### src/rtl/pic_pkg.sv
// Shared definitions for the 8259 interrupt-acknowledge sequencer:
// sequencer states, default INTA timing and the cycle-timer width.
package pic_pkg;

    localparam int unsigned INTA_LOW_CYCLES_DEF = 1;
    localparam int unsigned INTA_GAP_CYCLES_DEF = 1;
    localparam int unsigned RECOVERY_CYCLES_DEF = 2;
    localparam int unsigned TIMER_W             = 4;

    typedef enum logic [2:0] {
        IDLE,
        ACK1,
        GAP,
        ACK2,
        HOLD,
        RECOVER
    } ack_state_e;

    // A timed state lasting N cycles loads N-1 and leaves on the edge that sees zero.
    function automatic logic [TIMER_W-1:0] cycles_to_load(input int unsigned cycles);
        return TIMER_W'(cycles - 1);
    endfunction

endpackage

### src/rtl/inta_cycle_timer.sv
// 4-bit loadable down-counter shared by every timed sequencer state.
// Saturates at zero; done is high while the count is zero.
module inta_cycle_timer
    import pic_pkg::*;
(
    input  logic               clock,
    input  logic               reset_n,
    input  logic               load,
    input  logic [TIMER_W-1:0] load_value,
    output logic               done
);

    logic [TIMER_W-1:0] count_q;

    // NOTE: sequential state uses non-blocking assignments so every flop samples pre-edge values.
    always_ff @(posedge clock or negedge reset_n) begin
        if (!reset_n) begin
            count_q <= '0;
        end else if (load) begin
            count_q <= load_value;
        end else if (count_q != '0) begin
            count_q <= count_q - 1'b1;
        end
    end

    assign done = (count_q == '0);

endmodule

### src/rtl/interrupt_ack_sequencer.sv
// Issues the two-pulse INTA handshake to an 8259 PIC, captures the vector byte
// on the edge ending the second pulse and hands it to the CPU core.
module interrupt_ack_sequencer
    import pic_pkg::*;
#(
    parameter int unsigned INTA_LOW_CYCLES = INTA_LOW_CYCLES_DEF,
    parameter int unsigned INTA_GAP_CYCLES = INTA_GAP_CYCLES_DEF,
    parameter int unsigned RECOVERY_CYCLES = RECOVERY_CYCLES_DEF
) (
    input  logic       clock,
    input  logic       reset_n,
    input  logic       interrupt_to_cpu,
    input  logic       interrupt_enable,
    input  logic [7:0] data_bus,
    output logic       interrupt_acknowledge_n,
    output logic [7:0] vector,
    output logic       vector_valid,
    input  logic       vector_ready,
    output logic       busy
);

    ack_state_e         state_q;
    logic               inta_n_q;
    logic [7:0]         vector_q;
    logic               vector_valid_q;
    logic               busy_q;

    logic               int_req;
    logic               timer_load;
    logic [TIMER_W-1:0] timer_value;
    logic               timer_done;

    assign int_req = interrupt_to_cpu && interrupt_enable;

    inta_cycle_timer u_timer (
        .clock      (clock),
        .reset_n    (reset_n),
        .load       (timer_load),
        .load_value (timer_value),
        .done       (timer_done)
    );

    // Timer reload on entry to each timed state; HOLD is untimed, and ACK2/RECOVER exit at zero.
    always_comb begin
        // NOTE: defaults first so no path through the case leaves a latch behind.
        timer_load  = 1'b0;
        timer_value = '0;
        case (state_q)
            IDLE: if (int_req) begin
                timer_load  = 1'b1;
                timer_value = cycles_to_load(INTA_LOW_CYCLES);
            end
            ACK1: if (timer_done) begin
                timer_load  = 1'b1;
                timer_value = cycles_to_load(INTA_GAP_CYCLES);
            end
            GAP: if (timer_done) begin
                timer_load  = 1'b1;
                timer_value = cycles_to_load(INTA_LOW_CYCLES);
            end
            HOLD: if (vector_valid_q && vector_ready) begin
                timer_load  = 1'b1;
                timer_value = cycles_to_load(RECOVERY_CYCLES);
            end
            default: ;
        endcase
    end

    always_ff @(posedge clock or negedge reset_n) begin
        if (!reset_n) begin
            state_q        <= IDLE;
            inta_n_q       <= 1'b1;
            vector_q       <= 8'h00;
            vector_valid_q <= 1'b0;
            busy_q         <= 1'b0;
        end else begin
            case (state_q)
                IDLE: if (int_req) begin
                    state_q  <= ACK1;
                    inta_n_q <= 1'b0;
                    busy_q   <= 1'b1;
                end
                ACK1: if (timer_done) begin
                    state_q  <= GAP;
                    inta_n_q <= 1'b1;
                end
                GAP: if (timer_done) begin
                    state_q  <= ACK2;
                    inta_n_q <= 1'b0;
                end
                ACK2: if (timer_done) begin
                    state_q        <= HOLD;
                    inta_n_q       <= 1'b1;
                    vector_q       <= data_bus;
                    vector_valid_q <= 1'b1;
                end
                HOLD: if (vector_valid_q && vector_ready) begin
                    state_q        <= RECOVER;
                    vector_valid_q <= 1'b0;
                end
                RECOVER: if (timer_done) begin
                    state_q <= IDLE;
                    busy_q  <= 1'b0;
                end
                default: begin
                    state_q        <= IDLE;
                    inta_n_q       <= 1'b1;
                    vector_valid_q <= 1'b0;
                    busy_q         <= 1'b0;
                end
            endcase
        end
    end

    assign interrupt_acknowledge_n = inta_n_q;
    assign vector                  = vector_q;
    assign vector_valid            = vector_valid_q;
    assign busy                    = busy_q;

endmodule
### config.mk
export PLATFORM = sky130hd
export DESIGN_NAME = interrupt_ack_sequencer
export DESIGN_NICKNAME = d
export VERILOG_FILES = /design/src/rtl/pic_pkg.sv /design/src/rtl/inta_cycle_timer.sv /design/src/rtl/interrupt_ack_sequencer.sv
export SDC_FILE = /design/constraint.sdc
export NUM_CORES = 1
export LEC_CHECK = 0
export CAP_MARGIN = 0
export CORE_MARGIN = 2
export CORE_UTILIZATION = 50
export DETAILED_ROUTE_END_ITERATION = 16
export DONT_BUFFER_PORTS = 1
export PLACE_DENSITY = 0.8
export RECOVER_POWER = 25
export SLEW_MARGIN = 20
export SYNTH_ARGS = -nofsm -noshare
export SYNTH_HDL_FRONTEND = slang
export SYNTH_SLANG_ARGS = --single-unit
export TNS_END_PERCENT = 10
### constraint.sdc
create_clock -name clock -period 1.5 [get_ports clock]
set_input_delay 0.45 -clock clock [delete_from_list [all_inputs] [get_ports clock]]
set_output_delay 0.45 -clock clock [all_outputs]
set_load 0.01 [all_outputs]
# [After elaboration in Yosys (flattened, before gate mapping)]
# Cells that the tools add are included.
[word_totals] register_bits=18 in_bits=13 out_inout_bits=11
[classes] n_addsub=1 n_eq_ne=12 mux=23 bitwise=3 reduce_logical=16
[ops] operator="$mux W3" n=6
[ops] operator="$pmux W3 S6" n=1
[ops] operator="$ne A2 B2 Y1 const B" n=6
[ops] operator="$mux W1" n=10
[ops] operator="$pmux W1 S3" n=3
[ops] operator="$mux W4" n=2
[ops] operator="$reduce_or A4 Y1" n=2
[ops] operator="$eq A3 B2 Y1 const B" n=2
[ops] operator="$eq A3 B3 Y1 const B" n=2
[ops] operator="$reduce_and A3 Y1" n=2
[ops] operator="$reduce_and A6 Y1" n=1
[ops] operator="$reduce_or A2 Y1" n=3
[ops] operator="$logic_not A4 Y1" n=1
[ops] operator="$pmux W1 S4" n=1
[ops] operator="$reduce_and A4 Y1" n=1
[ops] operator="$reduce_bool A4 Y1" n=1
[ops] operator="$sub A4 B1 Y4 const B" n=1
[ops] operator="$eq A3 B1 Y1 const B" n=1
[ops] operator="$logic_not A3 Y1" n=1
[ops] operator="$not A1 Y1" n=3
[ops] operator="$logic_and A1 B1 Y1" n=2
[ops] operator="$ne A2 B1 Y1 const B" n=1
[ops] operator="$reduce_and A2 Y1" n=1
[ops] operator="$reduce_bool A2 Y1" n=1

# [Depth between registers and ports, before layout]
# Gate-level depths: netlist of run 1.
[depth] ltp_word=4 ltp_mapped=5 depth_no_buf=5

# [Cells and area by module]
# Synthesis of run 1 repeated with hierarchy kept, for this count alone.
[hier_totals] cells_unflattened=79 area_unflattened_um2=893.4
[modules_own_cells] mod="interrupt_ack_sequencer" n_inst=1 cells_per_inst=57 area_per_inst_um2=659.4 seq_area_each_um2=351.6
[modules_own_cells] mod="inta_cycle_timer" n_inst=1 cells_per_inst=22 area_per_inst_um2=234.0 seq_area_each_um2=100.1

# [Worst setup path after synthesis of run 1]
# Ideal clock, no wire load.
[synth_path] path_type="reg2reg" startpoint="reg u_timer.count_q[0]" endpoint="reg state_q[0]" setup_time_ps=94 t_arrival_ps=1414 required_time_ps=1406 setup_slack_ps=-8 stages_incl_launch_ff=6 n_path_buf=0 cell_sequence="dfrtp_1 -> inv_1 -> ha_1 -> nor3b_1 -> o21ai_0 -> a211oi_1"
[synth_between] elab_chain_cells=3
[synth_rtl] element="start, declared" line_no="inta_cycle_timer.sv:13" rtl="logic [TIMER_W-1:0] count_q;"
[synth_rtl] element="start signal, assigned" line_no="inta_cycle_timer.sv:20" rtl="count_q <= load_value;"
[synth_rtl] element="start signal, assigned" line_no="inta_cycle_timer.sv:22" rtl="count_q <= count_q - 1'b1;"
[synth_rtl] element="$logic_not A4 Y1 (*)" line_no="inta_cycle_timer.sv:26" rtl="assign done = (count_q == '0);"
[synth_rtl] element="$ne A2 B2 Y1 (no source line)"
[synth_rtl] element="$reduce_and A6 Y1 (no source line) (*)"
[synth_rtl] element="end signal, assigned" line_no="interrupt_ack_sequencer.sv:71" rtl="state_q <= IDLE;"
[synth_rtl] element="end signal, assigned" line_no="interrupt_ack_sequencer.sv:79" rtl="state_q <= ACK1;"
[synth_rtl] element="end signal, assigned" line_no="interrupt_ack_sequencer.sv:84" rtl="state_q <= GAP;"
[synth_rtl] element="end, declared" line_no="interrupt_ack_sequencer.sv:22" rtl="ack_state_e state_q;"
# Every way passes the cells marked *; elsewhere a longest branch is shown, timed or not.
# A chain may end at the register's enable or synchronous reset.

# [Worst setup path in the final report of run 1]
[layout_path] startpoint="reg u_timer.count_q[0]" endpoint="reg u_timer.count_q[1]"
[layout_between] elab_chain_cells=4
[layout_rtl] element="branches (longest 4 deep; another with $sub A4 B1 Y4)"
# Parallel ways; which one is timed is not known. The select of a mux whose other input is x is not followed.

==> out/metrics.csv, run 1 <==
metric,value,unit
status,finished with violations,
violations,negative setup slack,
power_density,2330,nW/um^2
start_util,53.2,%
antenna_found_initial,0,
netlist_area,918,sq um
synth_edf_count,0,
fp.dieH,46.9,microns
yosys.area_share.simple,16.2,%
syn-mean-instance-area,11.6,sq um
fin_crit_sh,101,%
core,1730,sq um
synthCells,79,
wirelength,1790,microns
synthAdderAreaFrac,2.72,%
dr.first_iter.drc_count,15,
wl_per_cell,15.1,microns
grt_max_degree,19,
clk_pin_slew,100,ps
final_hold_viol_count,0,
setup-tns-final,-19.1,ps
setup_viol,2,
via_per_inst,5.61,
io_buffers,0,
muxShareOfSynthArea,12.0,%
drtPass1Iterations,4,
async_flop_share,100,%
diodes,0,
syn_nets,94,
worstReg2RegEnd,u_timer.count_q[1]$_DFFE_PN0P_,
fin_crit,1510,ps
ys_warn_count,0,
worstMarginPinSlew,790,ps
drt_drc_violations_left,0,
clock-skew-final,5.95,ps
hp-start,data_bus[4],
critPathKind,reg2reg,
synth_top_area_share,46.3,%
dp_hpwl,1250,microns
holdPathEnd,vector[4]$_DFFE_PN0P_,
rr_worst_depth,5,
numCtsBuffers,3,
overflow,0,
fin_cells,119,
p_leak,0.480,nW
place.gp.congestion,0.758,
ios,24,
die_width,46.9,microns
synth-compound-area-share,14.0,%
num_rows,15,
setup_ws,-11.1,ps
placedInstanceArea,1020,sq um
irDropWorstVdd,1250,uV
clock_latency,290,ps
h-tree-depth,1,
ys_types,34,
max_freq,662,MHz
report.final.slew_viol_count,0,
ant_nets,0,
dieArea,2200,sq um
worstPathMaxFanout,4,
start_kind,flop,
slew_headroom,47.2,%
cp.required,1680,ps
area_growth_syn_to_layout,22.5,%
synth_xor_area_share,2.86,%
ff2ff_setup_slack,-10,ps
cts_buffer_depth,2,
fin_nets,110,
ys_ff_latch,18,
maxCapViolCount,0,
final_cell_mix,"17 x dfrtp_1, 13 x buf_4, 8 x mux2_2",
cts_tree,yes,
min_path_type,in2reg,
startpoint,u_timer.count_q[0]$_DFFE_PN0P_,
rsz0062_at_grt,yes,
yosysTopAreaCell,dfrtp_1,
root_buffer,clkbuf_4,
r2r-start,u_timer.count_q[0]$_DFFE_PN0P_,
final_common_cell,dfrtp_1,
seqCellArea,452,sq um
drive_gt1_share,40.4,%
ys_seq_area_share,49.2,%
cp.arrival,1690,ps
n_fill_cell,149,
placedCellCount,111,
clkSinkCount,18,
synthFlopType,dfrtp_1,
final_area,1120,sq um
synth_area_leaders,"dfrtp_1 46%, mux2_2 9.8%, dfstp_2 2.9%",
num_vias,668,
end_kind,flop,
grt_pass1_vias,638,
whs_path_depth,1,
grt_pass1_wl,2780,microns
multi_input_area,483,sq um
synth_top_family_by_area,simple AND/OR/NAND/NOR gates,
track_usage,18.6,%
-- per-stage QoR --
stage	hold WS (ps)	total power [mW]	util [%]	worst slack (ps)
6_report	301	2.62	65.1	-11.1
3_3_place_gp	155	2.08	58.9	14.7
5_1_grt	286	2.80	65.1	-63.6
3_5_place_dp	155	2.14	58.9	-106
2_1_floorplan	154	1.78	-	8.87
4_1_cts	292	2.53	63.0	19.8
-- sequential cells by signal, summed over array words and instances, names as in the netlist --
name                     count
vector                       8
interrupt_acknowledge_n      1
state_q                      3
u_timer.count_q              4
busy                         1
vector_valid                 1
-- power by group --
group	internal (mW)	leakage (nW)	switching (mW)
Clock	0.148	0.0210	0.144
Sequential	0.733	0.210	0.319
Combinational	0.748	0.249	0.530
Total	1.63	0.480	0.993
-- area by class of cell --
class                      count  share of cell area [%]
clock buffer                   4                    3.23
sequential                    18                    40.2
inverter                       4                    1.33
multi-input combinational     54                    42.9
timing repair buffer          14                    9.57
tap                           25                    2.78
-- worst max path at each step --
stage	to	slack (ps)	cells after the start
after floorplan	vector[0]$_DFFE_PN0P_	9	5
after global placement	u_timer.count_q[0]$_DFFE_PN0P_	10	6
after detailed placement	u_timer.count_q[3]$_DFFE_PN0P_	-110	5
after CTS	vector[0]$_DFFE_PN0P_	20	5
after global routing	u_timer.count_q[1]$_DFFE_PN0P_	-60	5
final	u_timer.count_q[1]$_DFFE_PN0P_	-10	5
-- Yosys cell counts, drive strengths merged (2+ instances only) --
cell type  number
a21oi           4
inv             4
a21bo           2
nor3b           2
mux2            8
mux2i           2
nand3           2
nor3            3
dfrtp          17
clkbuf          2
o21ai           2
nand3b          3
xnor2           3
ha              2
a211oi          2
nor2            2
nand2b          3
-- cells by family after synthesis --
group                      Yosys count
AOI/OAI and AO/OA                   18
xor gates and xnor gates             3
adders and majority gates            2
buffers and inverters                7
DFF                                 18
muxes                               10
and+or+nand+nor                     21
-- worst max-delay path: stages (launching register included) --
cell and delay (ps):
dfrtp_1 400, inv_2 90, ha_4 160, or3b_4 410
a211oi_4 260, nor3b_1 70
-- metal layers --
layer | global-route usage (%) | up-vias | share of wire, %
li1 | - | 319 | -
met1 | 23.7 | 328 | 42
met2 | 30.7 | 19 | 52
met3 | 3.08 | 2 | 5.1
met4 | 9.44 | 0 | 0.67
met5 | 0 | - | 0
-- repair_timing --
| item | 4_1_cts | 5_1_grt |
|---|---|---|
| setup buffers | 0 | 3 |
| pin swaps | 1 | 1 |
| gates resized for setup | 6 | 3 |
| hold buffers | 1 | 0 |
| setup endpoints to repair | 13 | 11 |
| hold endpoints to repair | 18 | 0 |
Note: power is estimated with default switching activity, not from simulation.
==> inputs of run 2 (changes only) <==
--- a/config.mk
+++ b/config.mk
@@ -12,3 +12,3 @@
 export DONT_BUFFER_PORTS = 1
-export PLACE_DENSITY = 0.8
+export PLACE_DENSITY = 0.68
 export RECOVER_POWER = 25
==> constraint.sdc (replaced) <==
create_clock -name clock -period 1.5 [get_ports clock]
set_input_delay 0.15 -clock clock [delete_from_list [all_inputs] [get_ports clock]]
set_output_delay 0.15 -clock clock [all_outputs]
set_load 0.01 [all_outputs]
==> run 2 against run 1 <==
Compared with the run above: the run now ends clean; wire length is 3.1% higher; sequential share of layout area is 1.7 points lower; clock-buffer cell count stayed put; clock power is 2% higher; largest cell class unchanged; largest power group unchanged.
==> out/metrics.csv, run 2 (synthesized netlist as in run 1, its figures left out) <==
metric,value,unit,change
fin_nets,113,,was 110
dr.first_iter.drc_count,12,,was 15
netSwitchingFraction,38.8,%,was 37.9%
drive_gt1_share,36.1,%,was 40.4%
crit_slowest_cell,or3b_4,,unchanged
fin_crit_sh,96.4,%,was 101%
largest_reg_flops,8,,unchanged
track_usage,20.5,%,was 18.6%
cp.arrival,1660,ps,was 1690 ps
seq_power_share,42.5,%,was 40.1%
slew_headroom,45.3,%,was 47.2%
clock-skew-final,5.58,ps,was 5.95 ps
n_fill_cell,152,,was 149
power_density,2170,nW/um^2,was 2330 nW/um^2
max_freq,692,MHz,was 662 MHz
holdPathEnd,u_timer.count_q[0]$_DFFE_PN0P_,,was vector[4]$_DFFE_PN0P_
ff2ff_setup_slack,50,ps,was -10 ps
critPathKind,reg2reg,,unchanged
cp.required,1720,ps,was 1680 ps
worstPathMaxFanout,4,,unchanged
grt_max_degree,19,,unchanged
setup_viol,0,,was 2
dieArea,2200,sq um,unchanged
rsz0062_at_grt,no,,was yes
whs_path_depth,2,,was 1
h-tree-depth,1,,unchanged
place.gp.congestion,0.811,,was 0.758
wirelength,1850,microns,was 1790 microns
netSwitchingPower,0.993,mW,about the same
maxCapViolCount,0,,unchanged
die_width,46.9,microns,unchanged
core,1730,sq um,unchanged
crit_path_cell_trace,"inv_2, ha_4, or3b_4, mux2i_1, nor3b_2",,"was inv_2, ha_4, or3b_4, a211oi_4, nor3b_1"
final_cell_mix,"15 x dfrtp_1, 9 x dlygate4sd3_1, 8 x mux2_2",,"was 17 x dfrtp_1, 13 x buf_4, 8 x mux2_2"
report.final.slew_viol_count,0,,unchanged
slowest_delay,410,ps,about the same
pwr-share-comb,45.8,%,was 48.8%
fin_cells,122,,was 119
worstReg2RegEnd,u_timer.count_q[1]$_DFFE_PN0P_,,unchanged
final_hold_viol_count,0,,unchanged
postLayoutCoreUtil,68.3,%,was 65.1%
fin_crit,1450,ps,was 1510 ps
clock_latency,290,ps,about the same
clock_power_share,11.7,%,was 11.1%
cts_buffer_depth,2,,unchanged
dp_hpwl,1210,microns,was 1250 microns
worstMarginPinSlew,818,ps,was 790 ps
fp.dieH,46.9,microns,unchanged
start_util,53.2,%,unchanged
root_buffer,clkbuf_4,,unchanged
drtPass1Iterations,4,,unchanged
p_leak,0.483,nW,was 0.480 nW
rr_worst_depth,5,,unchanged
numCtsBuffers,3,,unchanged
clkSinkCount,18,,unchanged
cts_tree,yes,,unchanged
irDropWorstVdd,1140,uV,was 1250 uV
p_int,1.57,mW,was 1.63 mW
overflow,0,,unchanged
antenna_found_initial,0,,unchanged
num_vias,678,,was 668
r2r-start,u_timer.count_q[0]$_DFFE_PN0P_,,unchanged
post_cts_buffers,0,,unchanged
via_per_inst,5.56,,was 5.61
min_path_type,in2reg,,unchanged
ios,24,,unchanged
ant_nets,0,,unchanged
final_common_cell,dfrtp_1,,unchanged
clk_pin_slew,110,ps,was 100 ps
drt_drc_violations_left,0,,unchanged
grt_pass1_wl,3090,microns,was 2780 microns
end_kind,flop,,unchanged
num_rows,15,,unchanged
start_kind,flop,,unchanged
status,"complete, no violations",,was finished with violations
p_total,2.56,mW,was 2.62 mW
wl_per_cell,15.2,microns,was 15.1 microns
diodes,0,,unchanged
io_buffers,0,,unchanged
placedCellCount,108,,was 111
holdWs,64.5,ps,was 301 ps
hp-start,vector_ready,,was data_bus[4]
grt_pass1_vias,694,,was 638
area_growth_syn_to_layout,28.5,%,was 22.5%
[run 2: metal layers]
metal | routed length, microns | track usage, % | share of wire [%] | vias to the layer above
met4 | 27 | 11.7 | 1.5 | 0
met1 | 773 | 25.6 | 42 | 328
met2 | 957 | 33.7 | 52 | 19
li1 | - | - | - | 327
met3 | 90 | 3.08 | 4.9 | 4
met5 | 0 | 0 | 0 | -
[run 2: power groups by stage]
stage	logic [mW]	registers, mW	clock network (mW)
3_3_place_gp	0.989	1.06	0
5_1_grt	1.31	1.13	0.321
4_1_cts	1.18	1.08	0.309
2_1_floorplan	0.824	0.959	0
3_5_place_dp	1.02	1.07	0
6_report	1.17	1.09	0.299
[run 2: final cells by class]
cell class	count	area (sq um)	share of cell area, %
multi-input cells	55	500	42.4
flip-flops and latches	18	454	38.5
inverters	4	15.0	1.27
well taps	25	31.3	2.65
clock buffers	4	36.3	3.08
repair buffers	16	143	12.1
[run 2: repair_timing]
item                       CTS  global route
hold endpoints to repair    26             0
gates resized for setup      8             4
setup endpoints to repair   12            13
hold buffers                 9             0
cloned                       1             0
[run 2: worst max path at each step]
stage	slack [ps]	cells past startpoint	start	to
floorplan	9	5	u_timer.count_q[0]$_DFFE_PN0P_	vector[0]$_DFFE_PN0P_
global placement	10	6	u_timer.count_q[1]$_DFFE_PN0P_	u_timer.count_q[0]$_DFFE_PN0P_
detailed placement	-70	5	u_timer.count_q[1]$_DFFE_PN0P_	u_timer.count_q[3]$_DFFE_PN0P_
CTS	5	5	u_timer.count_q[1]$_DFFE_PN0P_	vector[4]$_DFFE_PN0P_
global route	3	5	u_timer.count_q[0]$_DFFE_PN0P_	u_timer.count_q[3]$_DFFE_PN0P_
finish	50	5	u_timer.count_q[0]$_DFFE_PN0P_	u_timer.count_q[1]$_DFFE_PN0P_
[run 2: stage by stage]
| step | instance area [sq um] | setup slack [ps] | TNS [ps] |
|---|---|---|---|
| floorplan | 923 | 8.87 | 0 |
| global placement | 995 | 11.6 | 0 |
| detailed placement | 995 | -73.7 | -330 |
| CTS | 1180 | 5.41 | 0 |
| global route | 1180 | 2.92 | 0 |
| finish | 1180 | 53.9 | 0 |
[run 2: worst max-delay path: cells and delay by family (launching register included)]
family | cells | cell delay, ps
fa+ha+maj | 1 | 150
buf+inv | 1 | 80
flops | 1 | 400
mux | 1 | 160
simple gates | 2 | 580
==> inputs of run 3 (changes only) <==
ABC_AREA = 1   (was not set)
==> run 3 against run 2 <==
Compared with the run above: sequential cell count did not move; register-to-register slack improved by 30 ps; largest cell class unchanged; critical path depth rose by 4; combinational power rose by 21%; largest power group unchanged; via count rose by 22%; power rose by 7.5%; critical endpoint is now state_q[2]$_DFFE_PN0P_; worst hold slack got worse by 23 ps; global-route usage fell by 1.3 points; synthesized cell count rose by 56%; area after synthesis rose by 8.4%; cell count rose by 36%; fmax rose by 2.1%.
==> out/metrics.csv, run 3 <==
metric,value,unit,change
fin_crit,1420,ps,was 1450 ps
grt_max_degree,19,,unchanged
report.final.slew_viol_count,0,,unchanged
track_usage,19.2,%,was 20.5%
synth_top_area_share,42.7,%,was 46.3%
worstReg2RegEnd,state_q[2]$_DFFE_PN0P_,,was u_timer.count_q[1]$_DFFE_PN0P_
syn_nets,138,,was 94
min_path_type,in2reg,,unchanged
n_fill_cell,171,,was 152
final_hold_viol_count,0,,unchanged
ys_warn_count,0,,unchanged
cp.arrival,1610,ps,was 1660 ps
clk_pin_slew,110,ps,about the same
grt_pass1_vias,849,,was 694
final_cell_mix,"39 x nand2_1, 17 x dfrtp_1, 13 x nand3_1",,"was 15 x dfrtp_1, 9 x dlygate4sd3_1, 8 x mux2_2"
clock_latency,290,ps,about the same
fin_nets,155,,was 113
drt_drc_violations_left,0,,unchanged
core,1920,sq um,was 1730 sq um
ys_types,23,,was 34
ios,24,,unchanged
worstMarginPinSlew,833,ps,was 818 ps
io_buffers,0,,unchanged
p_total,2.75,mW,was 2.56 mW
cp-endpoint,state_q[2]$_DFFE_PN0P_,,was u_timer.count_q[1]$_DFFE_PN0P_
synth_edf_count,0,,unchanged
end_kind,flop,,unchanged
yosysTopAreaCell,dfrtp_1,,unchanged
diodes,0,,unchanged
drive_gt1_share,27.3,%,was 36.1%
fin_crit_sh,94.4,%,was 96.4%
h-tree-depth,1,,unchanged
setup_viol,0,,unchanged
critPathKind,reg2reg,,unchanged
antenna_found_initial,0,,unchanged
setup-tns-final,0,ps,unchanged
dieArea,2360,sq um,was 2200 sq um
netSwitchingPower,1.29,mW,was 0.993 mW
worstPathMaxFanout,6,,was 4
maxCapViolCount,0,,unchanged
final_common_cell,nand2_1,,was dfrtp_1
netSwitchingFraction,46.7,%,was 38.8%
power_density,2290,nW/um^2,was 2170 nW/um^2
numCtsBuffers,3,,unchanged
p_leak,0.641,nW,was 0.483 nW
ant_nets,0,,unchanged
seqCellArea,452,sq um,was 454 sq um
root_buffer,clkbuf_4,,unchanged
grt_pass1_wl,3540,microns,was 3090 microns
seq_power_share,37.7,%,was 42.5%
via_per_inst,5.00,,was 5.56
netlist_area,996,sq um,was 918 sq um
irDropWorstVdd,1220,uV,was 1140 uV
r2r-start,u_timer.count_q[1]$_DFFE_PN0P_,,was u_timer.count_q[0]$_DFFE_PN0P_
clock_power_share,11.0,%,was 11.7%
p_int,1.47,mW,was 1.57 mW
ys_seq_area_share,45.4,%,was 49.2%
ff2ff_setup_slack,80,ps,was 50 ps
clock-skew-final,5.78,ps,was 5.58 ps
synth_area_leaders,"dfrtp_1 43%, nand2_1 15%, nand3_1 6.5%",,"was dfrtp_1 46%, mux2_2 9.8%, dfstp_2 2.9%"
cts_tree,yes,,unchanged
wl_per_cell,12.3,microns,was 15.2 microns
multi_input_area,502,sq um,was 500 sq um
dp_hpwl,1430,microns,was 1210 microns
largest_reg_flops,8,,unchanged
synthFlopType,dfrtp_1,,unchanged
start_kind,flop,,unchanged
synthTopCellsByCount,"39 x nand2_1, 17 x dfrtp_1, 13 x nand3_1, 10 x nor2_1, 8 x inv_1",,"was 17 x dfrtp_1, 8 x mux2_2, 4 x a21oi_1, 4 x inv_1"
num_rows,16,,was 15
dr.first_iter.drc_count,12,,unchanged
start_util,51.8,%,was 53.2%
die_width,48.6,microns,was 46.9 microns
wirelength,2030,microns,was 1850 microns
num_vias,830,,was 678
max_freq,706,MHz,was 692 MHz
drtPass1Iterations,4,,unchanged
pwr-share-comb,51.3,%,was 45.8%
overflow,0,,unchanged
ys_ff_latch,18,,unchanged
place.gp.congestion,0.951,,was 0.811
startpoint,u_timer.count_q[1]$_DFFE_PN0P_,,was u_timer.count_q[0]$_DFFE_PN0P_
syn-mean-instance-area,8.10,sq um,was 11.6 sq um
cp.required,1690,ps,was 1720 ps
cts_buffer_depth,2,,unchanged
post-synth-top-count-cell,nand2_1,,was dfrtp_1
fp.dieH,48.6,microns,was 46.9 microns
clkSinkCount,18,,unchanged
slew_headroom,44.3,%,was 45.3%
synthCells,123,,was 79
async_flop_share,100,%,unchanged
rr_worst_depth,9,,was 5
status,"complete, no violations",,unchanged
area_growth_syn_to_layout,20.7,%,was 28.5%
-- run 3: changes by cell type after synthesis, sizes merged, moves of 3 or more --
cell and delta:
nor2 +12, nand3b -3, nand2b -3, mux2 -8, nand3 +15, a21oi -3, inv +10, nand2 +43
-- run 3: timing repair --
item,in CTS,in global routing
endpoints found under the hold margin,26,0
hold buffers,9,0
gates resized for setup,0,7
buffers inserted,0,2
setup endpoints to repair,0,12
-- run 3: cell type report --
type	count	area share, %
repair buffers	13	10.3
multi-input cells	90	41.7
well taps	27	2.81
flip-flops and latches	18	37.6
clock buffers	4	3.02
inverters	14	4.58
-- run 3: power groups by stage --
| stage | clock, mW | sequential, mW | combinational, mW |
|---|---|---|---|
| after floorplan | 0 | 0.986 | 1.07 |
| after global placement | 0 | 1.04 | 1.25 |
| after detailed placement | 0 | 1.04 | 1.28 |
| after CTS | 0.309 | 1.03 | 1.31 |
| after global routing | 0.339 | 1.07 | 1.61 |
| final | 0.302 | 1.04 | 1.41 |
-- run 3: per-layer routing --
| layer | up-vias | global-route usage (%) | share of wire [%] |
|---|---|---|---|
| met1 | 388 | 23.4 | 45 |
| met4 | 0 | 8.57 | 0.79 |
| met5 | - | 0 | 0 |
| met2 | 18 | 32.4 | 50 |
| li1 | 422 | - | - |
| met3 | 2 | 4.01 | 4.0 |
-- run 3: kinds of logic after synthesis --
logic type,after synthesis,synth area share (%)
XOR/XNOR,3,2.64
adder cells (fa/ha/maj),2,2.51
buffers and inverters,15,6.28
AO/OA/AOI/OAI,5,3.64
AND/OR/NAND/NOR,80,39.6
flip-flops,18,45.4
-- run 3: critical path, stage by stage (launching register included) --
cell and delay, ps:
dfrtp_1 400, inv_2 90, ha_4 160, nand2_4 60, nor2_4 180, nor2_2 60, nor2_2 130, nand3_2 110
nand2_1 70, nand2_1 50
-- run 3: worst min-delay path by stage --
stage / slack, ps / startpoint / end / cells after the start
after detailed placement: -150 / reset_n / busy$_DFFE_PN0P_ / 0
final: 40 / interrupt_to_cpu / busy$_DFFE_PN0P_ / 2
after global routing: 40 / interrupt_to_cpu / busy$_DFFE_PN0P_ / 2
after global placement: -150 / reset_n / u_timer.count_q[0]$_DFFE_PN0P_ / 0
after CTS: 50 / interrupt_to_cpu / busy$_DFFE_PN0P_ / 2
after floorplan: -150 / reset_n / busy$_DFFE_PN0P_ / 0
-- run 3: per-stage QoR --
| stage | setup slack (ps) | instance area [sq um] | hold WS (ps) | utilization [%] | std cells |
|---|---|---|---|---|---|
| finish | 84.3 | 1200 | 41.2 | 62.6 | 166 |
| global route | -12.0 | 1200 | 42.2 | 62.6 | 166 |
| CTS | 19.4 | 1160 | 46.7 | 60.5 | 164 |
| detailed placement | 39.4 | 1040 | -145 | 54.0 | 151 |
| global placement | 104 | 1040 | -145 | 54.0 | 151 |
| floorplan | 167 | 996 | -146 | - | 123 |
